$ cat src/rtl/inst_fetch_unit.sv
// Instruction-fetch stage: generates the fetch PC, reads aligned instruction
// pairs from the local store, buffers them in a prefetch queue and presents
// one pair per cycle to the IF/ID register. Handles stall and branch redirect.
module inst_fetch_unit #(
  parameter int unsigned FQ_DEPTH = 4,
  parameter logic [0:31] RESET_PC = 32'h0000_0000,
  parameter logic [0:31] NOP_INST = 32'h4020_0000
) (
  input  logic        clk,
  input  logic        rst,
  input  logic [0:12] stall,
  input  logic        br_flag,
  input  logic [0:31] br_target,
  output logic        ls_req,
  output logic [0:31] ls_addr,
  input  logic        ls_gnt,
  input  logic        ls_rvalid,
  input  logic [0:63] ls_rdata,
  output logic [0:31] if_pc,
  output logic [0:63] if_inst,
  output logic        if_valid,
  output logic [0:3]  fq_count
);

  localparam int unsigned PW      = (FQ_DEPTH > 1) ? $clog2(FQ_DEPTH) : 1;
  localparam logic [3:0]  DEPTH_C = 4'(FQ_DEPTH);

  typedef enum logic [1:0] {S_IDLE, S_REQ, S_WAIT, S_DISCARD} state_e;

  state_e          state_q, state_d;
  logic [0:31]     fetch_pc_q, fetch_pc_d;
  logic [0:31]     rd_addr_q, rd_addr_d;
  logic            odd_q, odd_d;
  logic [PW-1:0]   rd_ptr_q, rd_ptr_d;
  logic [PW-1:0]   wr_ptr_q, wr_ptr_d;
  logic [3:0]      count_q, count_d;
  logic [0:31]     if_pc_q, if_pc_d;
  logic [0:63]     if_inst_q, if_inst_d;
  logic            if_valid_q, if_valid_d;

  logic [0:31]     fq_pc_mem   [FQ_DEPTH];
  logic [0:63]     fq_inst_mem [FQ_DEPTH];

  logic            enq, pop, space, gnt_take;
  logic [3:0]      count_after;
  logic [0:63]     enq_inst;

  // Only the first stall bit belongs to this stage.
  logic            unused_stall;
  assign unused_stall = ^stall[1:12];

  // Next-state logic for the queue, output stage, request FSM and fetch PC.
  // NOTE: every variable gets a default at the top so no path can infer a latch.
  always_comb begin
    state_d    = state_q;
    fetch_pc_d = fetch_pc_q;
    rd_addr_d  = rd_addr_q;
    odd_d      = odd_q;
    rd_ptr_d   = rd_ptr_q;
    wr_ptr_d   = wr_ptr_q;
    count_d    = count_q;
    if_pc_d    = if_pc_q;
    if_inst_d  = if_inst_q;
    if_valid_d = if_valid_q;

    // A redirect kills both the pop and any returning data this cycle.
    pop         = !br_flag && !stall[0] && (count_q != '0);
    enq         = !br_flag && (state_q == S_WAIT) && ls_rvalid;
    count_after = count_q + {3'b000, enq} - {3'b000, pop};
    space       = count_after < DEPTH_C;

    // Back-to-back request when data returns keeps one pair per cycle flowing.
    ls_req   = (state_q == S_REQ) ||
               ((state_q == S_WAIT) && ls_rvalid && space && !br_flag);
    ls_addr  = ls_req ? fetch_pc_q : '0;
    gnt_take = ls_req && ls_gnt;

    enq_inst = ls_rdata;
    if (odd_q) enq_inst[0:31] = NOP_INST;

    // Output stage and queue pointers.
    if (br_flag) begin
      if_pc_d    = '0;
      if_inst_d  = '0;
      if_valid_d = 1'b0;
      rd_ptr_d   = '0;
      wr_ptr_d   = '0;
      count_d    = '0;
      odd_d      = br_target[29];
    end else begin
      if (!stall[0]) begin
        if (pop) begin
          if_pc_d    = fq_pc_mem[rd_ptr_q];
          if_inst_d  = fq_inst_mem[rd_ptr_q];
          if_valid_d = 1'b1;
        end else begin
          if_pc_d    = '0;
          if_inst_d  = '0;
          if_valid_d = 1'b0;
        end
      end
      if (enq) begin
        wr_ptr_d = wr_ptr_q + 1'b1;
        odd_d    = 1'b0;
      end
      if (pop) rd_ptr_d = rd_ptr_q + 1'b1;
      count_d = count_after;
    end

    // Request FSM. A slot is reserved at grant, so IDLE only needs the count.
    case (state_q)
      S_IDLE:    if (count_q < DEPTH_C) state_d = S_REQ;
      S_REQ:     if (gnt_take) state_d = S_WAIT;
      S_WAIT:    if (ls_rvalid) state_d = !space ? S_IDLE : (gnt_take ? S_WAIT : S_REQ);
      S_DISCARD: if (ls_rvalid) state_d = S_REQ;
      default:   state_d = S_IDLE;
    endcase

    if (gnt_take) begin
      fetch_pc_d = fetch_pc_q + 32'd8;
      rd_addr_d  = fetch_pc_q;
    end

    // Redirect overrides the fetch PC; a read still in flight must be drained.
    if (br_flag) begin
      fetch_pc_d = {br_target[0:28], 3'b000};
      case (state_q)
        S_IDLE, S_REQ: state_d = gnt_take ? S_DISCARD : S_REQ;
        S_WAIT:        state_d = ls_rvalid ? S_REQ : S_DISCARD;
        default:       ;
      endcase
    end
  end

  // State registers with synchronous reset.
  // NOTE: sequential state uses non-blocking assignments so all flops update together.
  always_ff @(posedge clk) begin
    if (rst) begin
      state_q    <= S_IDLE;
      fetch_pc_q <= {RESET_PC[0:28], 3'b000};
      rd_addr_q  <= '0;
      odd_q      <= 1'b0;
      rd_ptr_q   <= '0;
      wr_ptr_q   <= '0;
      count_q    <= '0;
      if_pc_q    <= '0;
      if_inst_q  <= '0;
      if_valid_q <= 1'b0;
    end else begin
      state_q    <= state_d;
      fetch_pc_q <= fetch_pc_d;
      rd_addr_q  <= rd_addr_d;
      odd_q      <= odd_d;
      rd_ptr_q   <= rd_ptr_d;
      wr_ptr_q   <= wr_ptr_d;
      count_q    <= count_d;
      if_pc_q    <= if_pc_d;
      if_inst_q  <= if_inst_d;
      if_valid_q <= if_valid_d;
    end
  end

  // Queue storage write port.
  // NOTE: the storage array is not reset; the pointers and count define validity.
  always_ff @(posedge clk) begin
    if (enq) begin
      fq_pc_mem[wr_ptr_q]   <= rd_addr_q;
      fq_inst_mem[wr_ptr_q] <= enq_inst;
    end
  end

  assign if_pc    = if_pc_q;
  assign if_inst  = if_inst_q;
  assign if_valid = if_valid_q;
  assign fq_count = count_q;

endmodule

$ cat config.mk
export PLATFORM = sky130hd
export DESIGN_NAME = inst_fetch_unit
export DESIGN_NICKNAME = d
export VERILOG_FILES = /design/src/rtl/inst_fetch_unit.sv
export SDC_FILE = /design/constraint.sdc
export NUM_CORES = 1
export LEC_CHECK = 0
export BUFFER_PORTS_ARGS = -buffer_cell sky130_fd_sc_hd__buf_2
export CORE_AREA = 4 4 190 229
export DETAILED_ROUTE_END_ITERATION = 16
export DIE_AREA = 0 0 194 233
export PLACE_DENSITY = 0.67
export RECOVER_POWER = 50
export SLEW_MARGIN = 5
export SYNTH_ARGS = -nofsm -noshare
export SYNTH_HDL_FRONTEND = slang
export SYNTH_SLANG_ARGS = --single-unit
$ cat constraint.sdc
create_clock -name clk -period 8.45 [get_ports clk]
set_input_delay 1.69 -clock clk [delete_from_list [all_inputs] [get_ports clk]]
set_output_delay 1.69 -clock clk [all_outputs]
set_load 0.1 [all_outputs]
# Word level (Yosys, flattened, before mapping)

Memory sizes are Yosys's and may differ from the RTL's. A register that Yosys moved wholly into a read port is not among the register bits.
Cells that the tools add are included.

Flip-flop bits (word level): 172
Memories: 2
RAM bits: 384
Output and inout bits: 134
Input port bits: 114

Memories:

| name        | depth | bits a word | rd ports | clocked after memory_dff | wr ports | RTL line | source |
|---|---|---|---|---|---|---|---|
| fq_inst_mem | 4     | 64          | 1        | 1                        | 1        | 42       | `logic [0:63] fq_inst_mem [FQ_DEPTH];` |
| fq_pc_mem   | 4     | 32          | 1        | 1                        | 1        | 41       | `logic [0:31] fq_pc_mem [FQ_DEPTH];` |

Equality and inequality tests: 3
Add/subtract/negate cells: 5
Reduce and logical (&&, ||, !) cells: 17
Multiplexer cells: 26
$lt $le $gt $ge: 2

Operators with widths:

| operator              | number |
|---|---|
| $mux 32               | 5 |
| $mux 64               | 1 |
| $add 32x4->32 const B | 1 |
| $mux 2                | 13 |
| $logic_and 1x1->1     | 8 |
| $lt 4x3->1 const B    | 2 |
| $pmux 2 s4            | 1 |
| $mux 1                | 5 |
| $add 2x1->2 const B   | 2 |
| $add 4x1->4           | 1 |
| $eq 2x2->1 const B    | 2 |
| $pmux 2 s2            | 1 |
| $reduce_bool 2->1     | 2 |
| $reduce_bool 4->1     | 1 |
| $reduce_or 2->1       | 2 |
| $sub 4x1->4           | 1 |
| $eq 2x1->1 const B    | 1 |
| $logic_not 1->1       | 2 |
| $logic_not 2->1       | 1 |
| $logic_or 1x1->1      | 1 |

# Logic depth before layout (Yosys ltp)

Gate-level depths: netlist of run 1.

Word-level depth: 16
Gate-level depth with buffers: 17

# Least setup slack after synthesis of run 1

No wires, ideal clock.

Path kind: input-to-output
From: input stall[0] in the netlist's numbering
To: output ls_addr[10] in the netlist's numbering
Path buffers: 3
Path slack: 721 ps
Stages: 14
Data arrival time: 6039 ps
Required time: 6760 ps
Cell sequence: clkbuf_1 > a211oi_1 > clkbuf_1 > ha_1 > inv_1 > ha_1 > inv_1 > fa_1 > xor2_1 > a21o_4 > nand3_1 > inv_1 > clkbuf_1 > and2_1

Longest elaborated chain between the ends: 9

Ends and longest elaborated chain:

| element                        | RTL line | source |
|---|---|---|
| from (decl)                    | 11       | `input logic [0:12] stall,` |
| $logic_not 1->1                | --       |  |
| $logic_and 1x1->1 (2 in a row) | 67       | `pop = !br_flag && !stall[0] && (count_q != '0);` |
| net pop                        | 44       | `logic enq, pop, space, gnt_take;` |
| $sub 4x1->4                    | 69       | `count_after = count_q + {3'b000, enq} - {3'b000, pop};` |
| $lt 4x3->1                     | 70       | `space = count_after < DEPTH_C;` |
| $logic_and 1x1->1 (2 in a row) | 74       | `((state_q == S_WAIT) && ls_rvalid && space && !br_flag);` |
| $logic_or 1x1->1               | 73       | `ls_req = (state_q == S_REQ) \|\|` |
| net ls_req                     | 14       | `output logic ls_req,` |
| $mux 32                        | 75       | `ls_addr = ls_req ? fetch_pc_q : '0;` |
| to (decl)                      | 15       | `output logic [0:31] ls_addr,` |

The timed path passes the listed nets, and every way through them passes these cells.

# Worst setup path in the final report of run 1

From: input stall[0] in the netlist's numbering
To: output ls_addr[0] in the netlist's numbering

Longest elaborated chain between the ends: 9

Ends and longest elaborated chain:

| element                        | RTL line |
|---|---|
| $logic_not 1->1                | -- |
| $logic_and 1x1->1 (2 in a row) | 67 |
| $sub 4x1->4                    | 69 |
| $lt 4x3->1                     | 70 |
| $logic_and 1x1->1 (2 in a row) | 74 |
| $logic_or 1x1->1               | 73 |
| $mux 32                        | 75 |

No other way between the ends.

==> results.txt, run 1 <==
The total power per unit cell area came out at 229 nW/um2. The total iterations of the first detailed-routing run came out at 5. The clock root buffer is sky130_fd_sc_hd__clkbuf_16. The fraction of layout cells with a size suffix above 1 came out at 24.1%. Summed over all layers, the global routing overflow is 0. Counting flops and latches in the post-synthesis netlist gives 537. The initial antenna violation count was 0. The most common cell in the synthesized netlist is sky130_fd_sc_hd__edfxtp_1.

The Yosys warning count came out at 0. The count of buffers inserted at the top-level ports came out at 227. By area, the combinational part of the netlist is dominated by multiplexers. The total cell area at the placement stage came out at 22000 um2. The per-cell routed wire length came out at slightly above 20 um. The via count of the first global-routing pass came out at 11900.

The final clock period utilization by the worst path came out at 83.7%. The shortest period the worst path allows is 7.07 ns. Setup repair after global routing left no endpoint under its margin. The multiplexer share of the synthesized area is 10.3%.

At the pin with the least slew margin, the transition time is 3.27 ns. The final routed wirelength across all metal layers is 43400 um. TritonCTS built the clock tree. The core region area is 41400 um2.

The die is 194 um wide. The post-synthesis cell type count came out at 52. Entering global routing, the biggest net connects 80 pins. For this run, the leading register cell type out of synthesis is sky130_fd_sc_hd__edfxtp_1. The type of destination of the critical path is an output port. Setup violations remaining at the end of the flow were counted as 0. The sequential-to-total area share from yosys stat is a little under three quarters. The area of the mapped netlist came out at 20400 um2.

The via-per-instance ratio is 5.57. The hold violation count in the final report was 0. In the synthesized netlist the async set-or-reset flop fraction comes to 0%. The post-route DRC violation count is 0. The count of clock tree sinks came out at 537. Sorting the synthesized cells by area gives the leading types as sky130_fd_sc_hd__edfxtp_1, sky130_fd_sc_hd__dfxtp_1, sky130_fd_sc_hd__mux4_2. STA classifies the critical path startpoint as an input port. After Yosys synthesis, XOR and XNOR cells account for 0.258% of the synthesized area. The congestion estimate from routability-driven global placement came to about 0.82. The critical path class is input port to output port.

The overall die height came out at 233 um. The source-to-sink clock delay at the later pin of the worst-skew pair came out at around 0.57 ns. Along the worst path, the maximum fanout reaches 29. The run finished, with violations left.

The first-pass GRT wire length is ~67000 um. The required time reported for the critical path endpoint is 6.76 ns. The final reports fail on capacitance limit, slew limit. The total track usage came out at 18.8%. The max capacitance violation total is 6. After Yosys synthesis, and, or, nand and nor cells account for 8.65% of the synthesized area.

The number of I/O pins is around 250. Power comes to 5.41 mW. The H-tree level count is 2. The area added between synthesis and finish came out at 15.9%.

The number of max-slew violations in the final report was 256. The total number of vias came out at approximately 12000. The number of placement rows is 82. After clock tree synthesis, the clock-pin slew on the worst setup and hold paths is roughly 0.060 ns. For this run, the top clock speed supported by timing is approximately 0.14 GHz.

The number of nets in the final layout is 1638. The compound-cell area share of the yosys netlist came out at 6.62%. On the final layout, the worst clock skew is 0.0151 ns. The total negative setup slack is 0 ns. The residual antenna-violating net count after detailed routing is 0. The final cell utilization of the core is between 50% and 60%. The finished cells cover around 24000 um2. The total of cells resized after clock tree synthesis is 0. After synthesis, the mean cell area works out to 15.6 um2. The number of DRC markers after the initial detailed-route iteration came out at 728. The number of synthesized flops with an enable pin is 372. After Yosys synthesis, full adders, half adders and majority gates account for 0.774% of the synthesized area.

After legalization and detailed placement, the total HPWL measured 24800 um. The max-slew headroom at the worst pin is -118%. The maximum clock insertion buffer count came out at 3. The number of buffers inserted by post-CTS setup repair is 0.

Summed over all instances, the cell type with the most area after synthesis is sky130_fd_sc_hd__edfxtp_1. By count the netlist is led by sky130_fd_sc_hd__edfxtp_1, sky130_fd_sc_hd__dfxtp_1, sky130_fd_sc_hd__nor2_1. The number of cells produced by synthesis came out at approximately 1300.

The arrival time at the worst endpoint is 5.38 ns. The largest voltage drop on the vdd net came out at 0.000145 V. Buffers inserted to repair hold after CTS numbered 0. The synthesized design devotes to its leading area cell type 54.8% of total area. In this run the static leakage power is 7.94 nW. The starting density of the core is between 40 and 50%.

The CTS buffer count is 52. The min-delay analysis places its worst path in the category flip-flop to flip-flop. The floorplan step defined a die boundary enclosing approximately 45000 um2.
==> metal layers <==
metal | routed length (um) | GRT usage [%] | up-vias
li1 | - | - | 5450
met1 | 17800 | 24.4 | 5841
met2 | 22200 | 32.6 | 323
met3 | 2160 | 3.08 | 79
met4 | 1340 | 6.29 | 0
met5 | 0 | 0 | -
==> registers in the layout (all words and copies together) (netlist names), named ones only <==
name and count:
fq_count 4, odd_q 1, rd_ptr_q 2, if_valid 1, wr_ptr_q 2, state_q 2, if_pc 29, if_inst 64
fq_inst_mem 256, fetch_pc_q 29, fq_pc_mem 116, rd_addr_q 29
==> cells by family (layout without fill, tap and decap cells) <==
group	count (synthesis)	count (layout)
flops	537	537
other cells	1	7
compound gates	189	189
simple gates	352	352
xor+xnor	6	6
fa+ha+maj	12	12
buf+inv	113	357
mux	94	94
==> worst max-delay path, cell delays in order <==
cell and delay (ns):
sky130_fd_sc_hd__buf_4 0.21, sky130_fd_sc_hd__a211oi_4 0.22, sky130_fd_sc_hd__buf_4 0.31, sky130_fd_sc_hd__ha_1 0.29, sky130_fd_sc_hd__inv_1 0.06, sky130_fd_sc_hd__ha_1 0.15
sky130_fd_sc_hd__inv_1 0.06, sky130_fd_sc_hd__fa_1 0.37, sky130_fd_sc_hd__xor2_1 0.31, sky130_fd_sc_hd__a21o_4 0.20, sky130_fd_sc_hd__nand3_1 0.26, sky130_fd_sc_hd__inv_1 0.59
sky130_fd_sc_hd__and2_1 0.22, sky130_fd_sc_hd__buf_2 0.42
==> final timing paths <==
kind                 startpoint                  to  slack (ns)  cells after the start
setup reg to reg     state_q[1]  fq_inst_mem[3][50]        3.90                      3
hold / removal    rd_addr_q[20]       rd_addr_q[20]        0.50                      2
hold reg to reg   rd_addr_q[20]       rd_addr_q[20]        0.50                      2
setup / recovery       stall[0]          ls_addr[0]        1.38                     14
==> cells in the final DEF (no fill, tap or decap), types with 30 or more instances in the layout <==
cell / instances
sky130_fd_sc_hd__clkbuf_1: 60
sky130_fd_sc_hd__mux4_2: 93
sky130_fd_sc_hd__and2_1: 30
sky130_fd_sc_hd__buf_2: 184
sky130_fd_sc_hd__nor2b_1: 32
sky130_fd_sc_hd__dfxtp_1: 163
sky130_fd_sc_hd__a21oi_1: 35
sky130_fd_sc_hd__clkbuf_16: 53
sky130_fd_sc_hd__edfxtp_1: 372
sky130_fd_sc_hd__a22oi_1: 93
sky130_fd_sc_hd__nand2_1: 77
sky130_fd_sc_hd__nor2_1: 134
==> layout make-up <==
| cell class | instances | area [um2] |
|---|---|---|
| flip-flops and latches | 537 | 14500 |
| repair buffers | 243 | 1200 |
| diodes | 1 | 2.50 |
| clock buffers | 71 | 1400 |
| fillers | 3358 | 17800 |
| clock inverters | 24 | 310 |
| multi-input cells | 659 | 5460 |
| inverters | 19 | 71.3 |
| well taps | 546 | 683 |
==> metrics by stage <==
step | hold slack (ns) | cells | setup WS (ns)
global placement | 0.466 | 2004 | 1.46
CTS | 0.500 | 2099 | 1.37
finish | 0.500 | 2100 | 1.38
detailed placement | 0.484 | 2004 | 1.37
floorplan | 0.454 | 1309 | 0.721
global route | 0.524 | 2099 | 1.19
==> power breakdown <==
group / internal (mW) / leakage [nW] / total (mW) / switching, mW
registers: 2.83 / 4.75 / 2.86 / 0.0273
clock network: 1.38 / 0.823 / 2.32 / 0.941
logic: 0.0556 / 2.37 / 0.236 / 0.180
(Power assumes the default switching activity.)
==> inputs of run 2 (changes only) <==
Clock period 8.45 ns to 7.1 ns, I/O delays scaled along.
==> run 2 against run 1 <==
Compared with the run above: cell area increased by 0.61%; setup slack worse by 0.61 ns; cell count hardly changed; sequential cell count did not move; count of clock-buffer cells in the layout is 1 higher; critical path depth stayed put; register-to-register slack got worse by 1.8 ns; combinational power increased by 19%; largest power group unchanged; the flow still finishes with violations (capacitance limit, slew limit); wire length grew 0.78%; via count up 0.32%; sequential power grew 19%.
==> results.txt, run 2 (synthesis results as in run 1) <==
Setup repair after global routing left no endpoint under its margin. In this run the power density over the cells is 278 nW/um2. For this run, the slowest stage of the critical path takes 0.56 ns. The final clock period utilization by the worst path is 89.2%. The combinational share of power is 4.2%.

The repair_antennas step left the layout with diodes totalling 0. The core region area came out at between 40000 and 50000 um2. The required time reported for the critical path endpoint came out at 5.68 ns. The worst hold path begins at if_valid.

Leaving out fill and tap cells, the most frequent cells in the layout are sky130_fd_sc_hd__edfxtp_1, sky130_fd_sc_hd__buf_2, sky130_fd_sc_hd__dfxtp_1, sky130_fd_sc_hd__nor2_1. The number of nets in the final layout is 1638. The die area is 45200 um2. The pin count of the biggest net entering global routing came out at between 70 and 80.

The library cell used most frequently in the layout, excluding fill and tap cells, is sky130_fd_sc_hd__edfxtp_1. The critical path class is input port to output port. The clock drives 537 sinks. The cts-stage hold buffer count came out at 0. The flow ran to the end, but the final reports show violations.

The total of cells resized after clock tree synthesis is 0. The area taken by flip-flops and latches is ~14000 um2. The post-route DRC violation count is 0. Detailed routing placed a total of between 2000 and 2500 um of wire on met3. The worst min-delay path category is flip-flop to flip-flop. The weighted congestion at the end of routability-driven global placement came out at 0.799. The starting density of the core is 49.2%.

The shortest period the worst path allows came out at 6.33 ns. The HPWL reported at the end of detailed placement came out at 25500 um. The final reports fail on capacitance limit, slew limit.

The number of cells on the worst hold path is 2. The top routing layer in use is met4. The via count of the first global-routing pass is 11900. At the pin with the least slew margin, the transition time is 4.10 ns. The flip-flop count of the largest register after layout came out at 256. The worst-case reg-to-reg path depth is 3. The maximum clock insertion buffer count is 3. The number of buffers inserted by post-CTS setup repair came out at 0. Once layout is complete, the utilization of the core stands at 57.3%. The per-cell routed wire length is 20.8 um. The number of DRC markers after the initial detailed-route iteration is 701. The largest individual stage delay along the critical path comes from the cell sky130_fd_sc_hd__inv_1. The slack of the worst reg-to-reg path came out at 2.09 ns.

Clock latency on the worst-skew pair, taken at its later pin, is 0.57 ns. The initial antenna violation count came out at 0. Sequential cells account for 51.4% of the total power. Buffers inserted during clock tree synthesis total 51. The arrival time at the worst endpoint came out at between 4 and 5 ns. The register with the most flip-flops in the final layout is fq_inst_mem. The total negative setup slack came out at 0 ns.

The H-tree level count came out at 2. The analysis attributes to cell leakage a power of 8.02 nW. Clock-pin slew was measured on the worst setup and hold paths at 0.06 ns. Of the total power, the clock network draws 44.3%.

Once detail routing completed, the nets flagged for antenna violations numbered 0. In this run the critical register-to-register path is captured at fq_inst_mem[0][10]. The via-per-instance ratio came out at 5.58.

During placement, the flow inserted port buffers numbering 227. The max capacitance violation total is 4. The hold violation count in the final report is 0.

Summing all multi-input logic gate instances after layout gives roughly 5500 um2. The overall overflow remaining after global route is 0. The fraction of power spent switching nets came out at 21.0%. TritonCTS built the clock tree.

The destination of the worst hold path is if_valid. The startpoint identified for the worst register-to-register timing path is state_q[1]. The total setup violations reported at the end of the flow is 0. Of the cells placed in the final design, the portion with a size suffix greater than 1 is 24.7%. The overall die height is 233 um. The number of placement rows came out at roughly 80. The final routed wirelength across all metal layers is around 44000 um. Clock skew on the completed layout was measured at 0.0222 ns. The largest voltage drop on the vdd net is 0.000159 V. The pre-antenna-repair detailed-routing pass consisted of 5 iterations.

The critical path goes through clkbuf_1, and4bb_1, inv_1, ha_1, inv_1, ha_1, inv_1, fa_1, xor2_1, a21o_4, nand3_1, inv_1, and2_1, buf_2. The worst setup path is captured at an output port. The total track usage came out at between 15 and 20%. The power spent charging and discharging nets is ~1.4 mW. Clock tree synthesis selected as its root buffer the cell sky130_fd_sc_hd__clkbuf_16.

The first global-routing pass estimated between 60000 and 70000 um of wire. The number of filler cells placed in the layout came out at about 3300. Cell internal power was estimated by the tool at 5.23 mW. The die is 194 um wide. The peak clock frequency supported by timing came out at 0.158 GHz. The critical path's most frequent cell is sky130_fd_sc_hd__inv_1. The total number of vias came out at 11700.

The largest fanout on the critical path came out at 29. The area growth from synthesis to layout is 16.6%. The number of max-slew violations in the final report came to between 200 and 250. Pin placement for this block handled around 250 I/O pins. The wire length on met2 came out at 22600 um. The max-slew headroom at the worst pin came out at -173%. The kind of start point of the critical path is an input port. The wire length on met1 is 18000 um.
[run 2: cell count changes in the layout (fill, tap and decap cells not counted), moves of 3 or more]
cell,previous run,this run
sky130_fd_sc_hd__clkbuf_8,1,9
sky130_fd_sc_hd__clkinv_2,4,7
sky130_fd_sc_hd__clkbuf_1,60,57
sky130_fd_sc_hd__buf_2,184,179
sky130_fd_sc_hd__clkinv_1,7,3
[run 2: how the worst max path moves through the flow]
stage,from,end,slack [ns],depth (start not counted)
after floorplan,stall[0],ls_addr[10],0.41,14
after global placement,br_flag,ls_addr[21],0.87,14
after global routing,br_flag,ls_addr[27],0.47,14
after detailed placement,br_flag,ls_addr[25],0.74,14
final,br_flag,ls_addr[21],0.77,14
after CTS,br_flag,ls_addr[21],0.74,14
[run 2: power groups by stage]
| stage | Combinational (mW) | Sequential (mW) | Clock (mW) |
|---|---|---|---|
| 5_1_grt | 0.303 | 3.40 | 3.12 |
| 4_1_cts | 0.287 | 3.40 | 2.99 |
| 3_5_place_dp | 0.285 | 3.47 | 0 |
| 2_1_floorplan | 0.203 | 3.46 | 0 |
| 6_report | 0.281 | 3.40 | 2.93 |
| 3_3_place_gp | 0.280 | 3.47 | 0 |
[run 2: cell type report]
class | count | share of cell area, %
Clock buffer | 72 | 6.26
Clock inverter | 24 | 1.54
Inverter | 19 | 0.300
Multi-Input combinational cell | 659 | 23.0
Sequential cell | 537 | 60.9
Tap cell | 546 | 2.88
Timing Repair Buffer | 244 | 5.08
[run 2: per-layer routing]
layer,GRT usage [%],up-vias
met5,0,-
met4,5.47,0
met3,3.45,67
met2,34.0,274
met1,24.6,5948
li1,-,5441
[run 2: stage by stage]
stage / hold WS, ns / instance area [um2] / instances / setup WS [ns] / power [mW]
CTS: 0.489 / 23800 / 2101 / 0.739 / 6.67
floorplan: 0.454 / 20400 / 1309 / 0.413 / 3.66
global route: 0.518 / 23800 / 2101 / 0.465 / 6.83
global placement: 0.464 / 22000 / 2005 / 0.866 / 3.75
detailed placement: 0.476 / 22000 / 2005 / 0.741 / 3.75
finish: 0.484 / 23800 / 2101 / 0.767 / 6.61
[run 2: critical path, delay by kind of cell]
family	cells	cell delay [ns]
buf+inv	6	1.30
compound gates	1	0.20
simple gates	3	0.85
xor+xnor	1	0.31
fa+ha+maj	3	0.82
==> inputs of run 3 (changes only) <==
Settings changed: CORE_AREA 4 4 190 229 to 4 4 188 226, DIE_AREA 0 0 194 233 to 0 0 192 230, PLACE_DENSITY 0.67 to 0.69.
==> run 3 against run 2 <==
Compared with the run above: the run still ends with capacitance limit, slew limit left; cell count fell by 0.33%; clock power down 7.2%; hold slack improved by 0.012 ns; count of clock-buffer cells in the layout did not move; largest power group unchanged; critical path type unchanged; total power down 3.2%; setup slack worse by 0.070 ns.
==> results.txt, run 3 (synthesis results as in run 1) <==
The total of cells resized after clock tree synthesis came out at 0. Compared with the post-synthesis result, the final layout area differs by 15.9%. The count of clock tree sinks is 537. The shortest period the worst path allows is approximately 6.4 ns. The critical path's most frequent cell is sky130_fd_sc_hd__inv_1. The peak clock frequency supported by timing came out at 0.156 GHz. The via-per-instance ratio came out at 5.64. The end point of the critical path is ls_addr[23]. The die is 192 um wide.

The number of buffers inserted by post-CTS setup repair came out at 0. The slowest stage of the critical path belongs to the cell sky130_fd_sc_hd__inv_1. Setup repair after global routing left no endpoint under its margin. The number of cells on the worst hold path came out at 2. The slack of the worst reg-to-reg path came out at 1.47 ns. The fraction of layout cells with a size suffix above 1 is 24.8%. STA classifies the critical path endpoint as an output port. Tracing the worst setup path back leads to its startpoint at br_flag. The starting density of the core is between 50% and 60%. The via count of the first global-routing pass is 12200. The first global-routing pass estimated 68300 um of wire. The clock root buffer is sky130_fd_sc_hd__clkbuf_16. The largest fanout on the critical path came out at 29.

Leaving out fill and tap cells, the most frequent cells in the layout are sky130_fd_sc_hd__edfxtp_1, sky130_fd_sc_hd__buf_2, sky130_fd_sc_hd__dfxtp_1, sky130_fd_sc_hd__nor2_1. The total track usage came out at between 15 and 20%. The endpoint identified for the worst register-to-register timing path is fq_inst_mem[2][21].

The clock passes through at most 3 buffers. The number of max-slew violations in the final report is 302. The total power per unit cell area came out at 271 nW/um2.

The H-tree level count is 2. The critical path depth in cells came out at 14. The count of buffers inserted at the top-level ports came out at roughly 230.

The number of DRC markers after the initial detailed-route iteration came out at 658. The core region area came out at between 40000 and 50000 um2. The total negative setup slack is 0 ns. The area taken by flip-flops and latches is 14500 um2. The number of I/O pins is approximately 250.

Across the VDD grid, the largest voltage drop is 0.000164 V. In the final layout, the multi-input gates occupy 5460 um2. The met2 capacity usage during global routing is 33.9%.

Grouping stages by cell kind, the critical path spends the most delay in buffers and inverters. The die area is between 40000 and 50000 um2. The weighted congestion at the end of routability-driven global placement came out at 0.797. The arrival time at the worst endpoint came out at ~5.0 ns. The per-cell routed wire length is between 20 and 25 um. The total setup violations reported at the end of the flow came out at 0. For met1 alone, demand over resource in global routing was 26.0%. The longest individual stage delay on the worst path came out at about 0.56 ns. Traced cell by cell, the critical path runs through clkbuf_1, and4bb_1, inv_1, ha_1, inv_1, ha_1, inv_1, fa_1, xor2_1, a21o_4, nand3_1, inv_1, and2_1, buf_2. TritonCTS built the clock tree. The final reports fail on capacitance limit, slew limit. The required time reported for the critical path endpoint came out at 5.68 ns. The register with the most flip-flops in the layout has 256 of them. The analysis attributes to cell leakage a power of about 8 nW. The final routed wirelength across all metal layers came out at ~43000 um. The total iterations of the first detailed-routing run came out at 5. The tightest min-delay check is of the flip-flop to flip-flop type.

The final cell count without fillers is 2094. The max-slew headroom at the worst pin came out at -238%. Leaving out fill and tap cells, the most frequent cell in the layout is sky130_fd_sc_hd__edfxtp_1. The minimum hold slack came out at approximately 0.50 ns. The hold violation count in the final report came out at 0.

The worst-case reg-to-reg path depth is 3. The worst register-to-register path begins at state_q[1]. The source-to-sink clock delay at the later pin of the worst-skew pair came out at 0.56 ns. For the final database, setup skew stands at between 0.015 and 0.02 ns. The flow ran to the end, but the final reports show violations. The cell count after placement came out at 1998. The busiest metal layer after global routing is met2. In this run, CTS created clock tree buffers numbering ~50.

The clock-pin slew on the worst setup and hold paths is around 0.06 ns. The number of filler cells placed in the layout is 3134. The residual antenna-violating net count after detailed routing is 0. The transition time at the pin with the least slew margin is approximately 5.1 ns. The final cell utilization of the core is 58.4%. The cts-stage hold buffer count came out at 0.

The routing usage on met3 came out at approximately 3.3%. The overall overflow remaining after global route came out at 0. Ranked by flip-flop count, first place goes to fq_inst_mem. From bottom edge to top edge, the die measures 230 um. The pin count of the biggest net entering global routing came out at 78. The worst setup path is launched from an input port. The initial antenna violation count came out at 0. The total number of vias is approximately 12000. The post-route DRC violation count is 0. The critical path contains buffers and inverters numbering 6 combined. The overall power after layout came out at 6.40 mW.

The number of nets in the final layout came out at 1638. The number of placement rows came out at 81. The final clock period utilization by the worst path came out at roughly 90%. The HPWL reported at the end of detailed placement came out at 25300 um. The worst setup path is of the input port to output port kind. The tool flagged a number of max-cap violations equal to 5.
## run 3: routing by layer
| metal | up-vias | wire, um |
|---|---|---|
| met5 | - | 0 |
| met4 | 0 | 1010 |
| li1 | 5434 | - |
| met1 | 5959 | 17600 |
| met2 | 343 | 22300 |
| met3 | 68 | 2460 |
## run 3: cell type report
cell class | instances | share of cell area [%]
Clock inverter | 23 | 0.954
Clock buffer | 72 | 6.30
Antenna cell | 1 | 0.0106
Tap cell | 539 | 2.86
Timing Repair Buffer | 244 | 5.14
Multi-Input combinational cell | 659 | 23.1
Inverter | 19 | 0.302
Sequential cell | 537 | 61.3
## run 3: worst min path at each step
stage	startpoint	to	slack, ns
after floorplan	fetch_pc_q[9]	rd_addr_q[9]	0.45
after global placement	if_valid	if_valid	0.47
after detailed placement	if_valid	if_valid	0.48
after global routing	rd_addr_q[22]	fq_pc_mem[2][9]	0.52
after CTS	rd_addr_q[10]	rd_addr_q[10]	0.50
final	rd_addr_q[10]	rd_addr_q[10]	0.50
## run 3: metrics by stage
step	setup WS, ns	cell area (um2)
3_5_place_dp	0.786	22000
5_1_grt	0.265	23600
6_report	0.697	23600
3_3_place_gp	0.853	22000
4_1_cts	0.771	23700
2_1_floorplan	0.413	20400
## run 3: worst register-to-register path: stages (launching register included)
cell                       delay [ns]
sky130_fd_sc_hd__dfxtp_1         0.39
sky130_fd_sc_hd__and4bb_1        0.33
sky130_fd_sc_hd__and2_0          3.63
sky130_fd_sc_hd__buf_4           0.89
## run 3: report_power, final
part | internal (mW) | leakage, nW | switching (mW)
Sequential | 3.37 | 4.75 | 0.0325
Combinational | 0.0663 | 2.38 | 0.215
Clock | 1.61 | 0.848 | 1.11
Total | 5.04 | 7.97 | 1.36
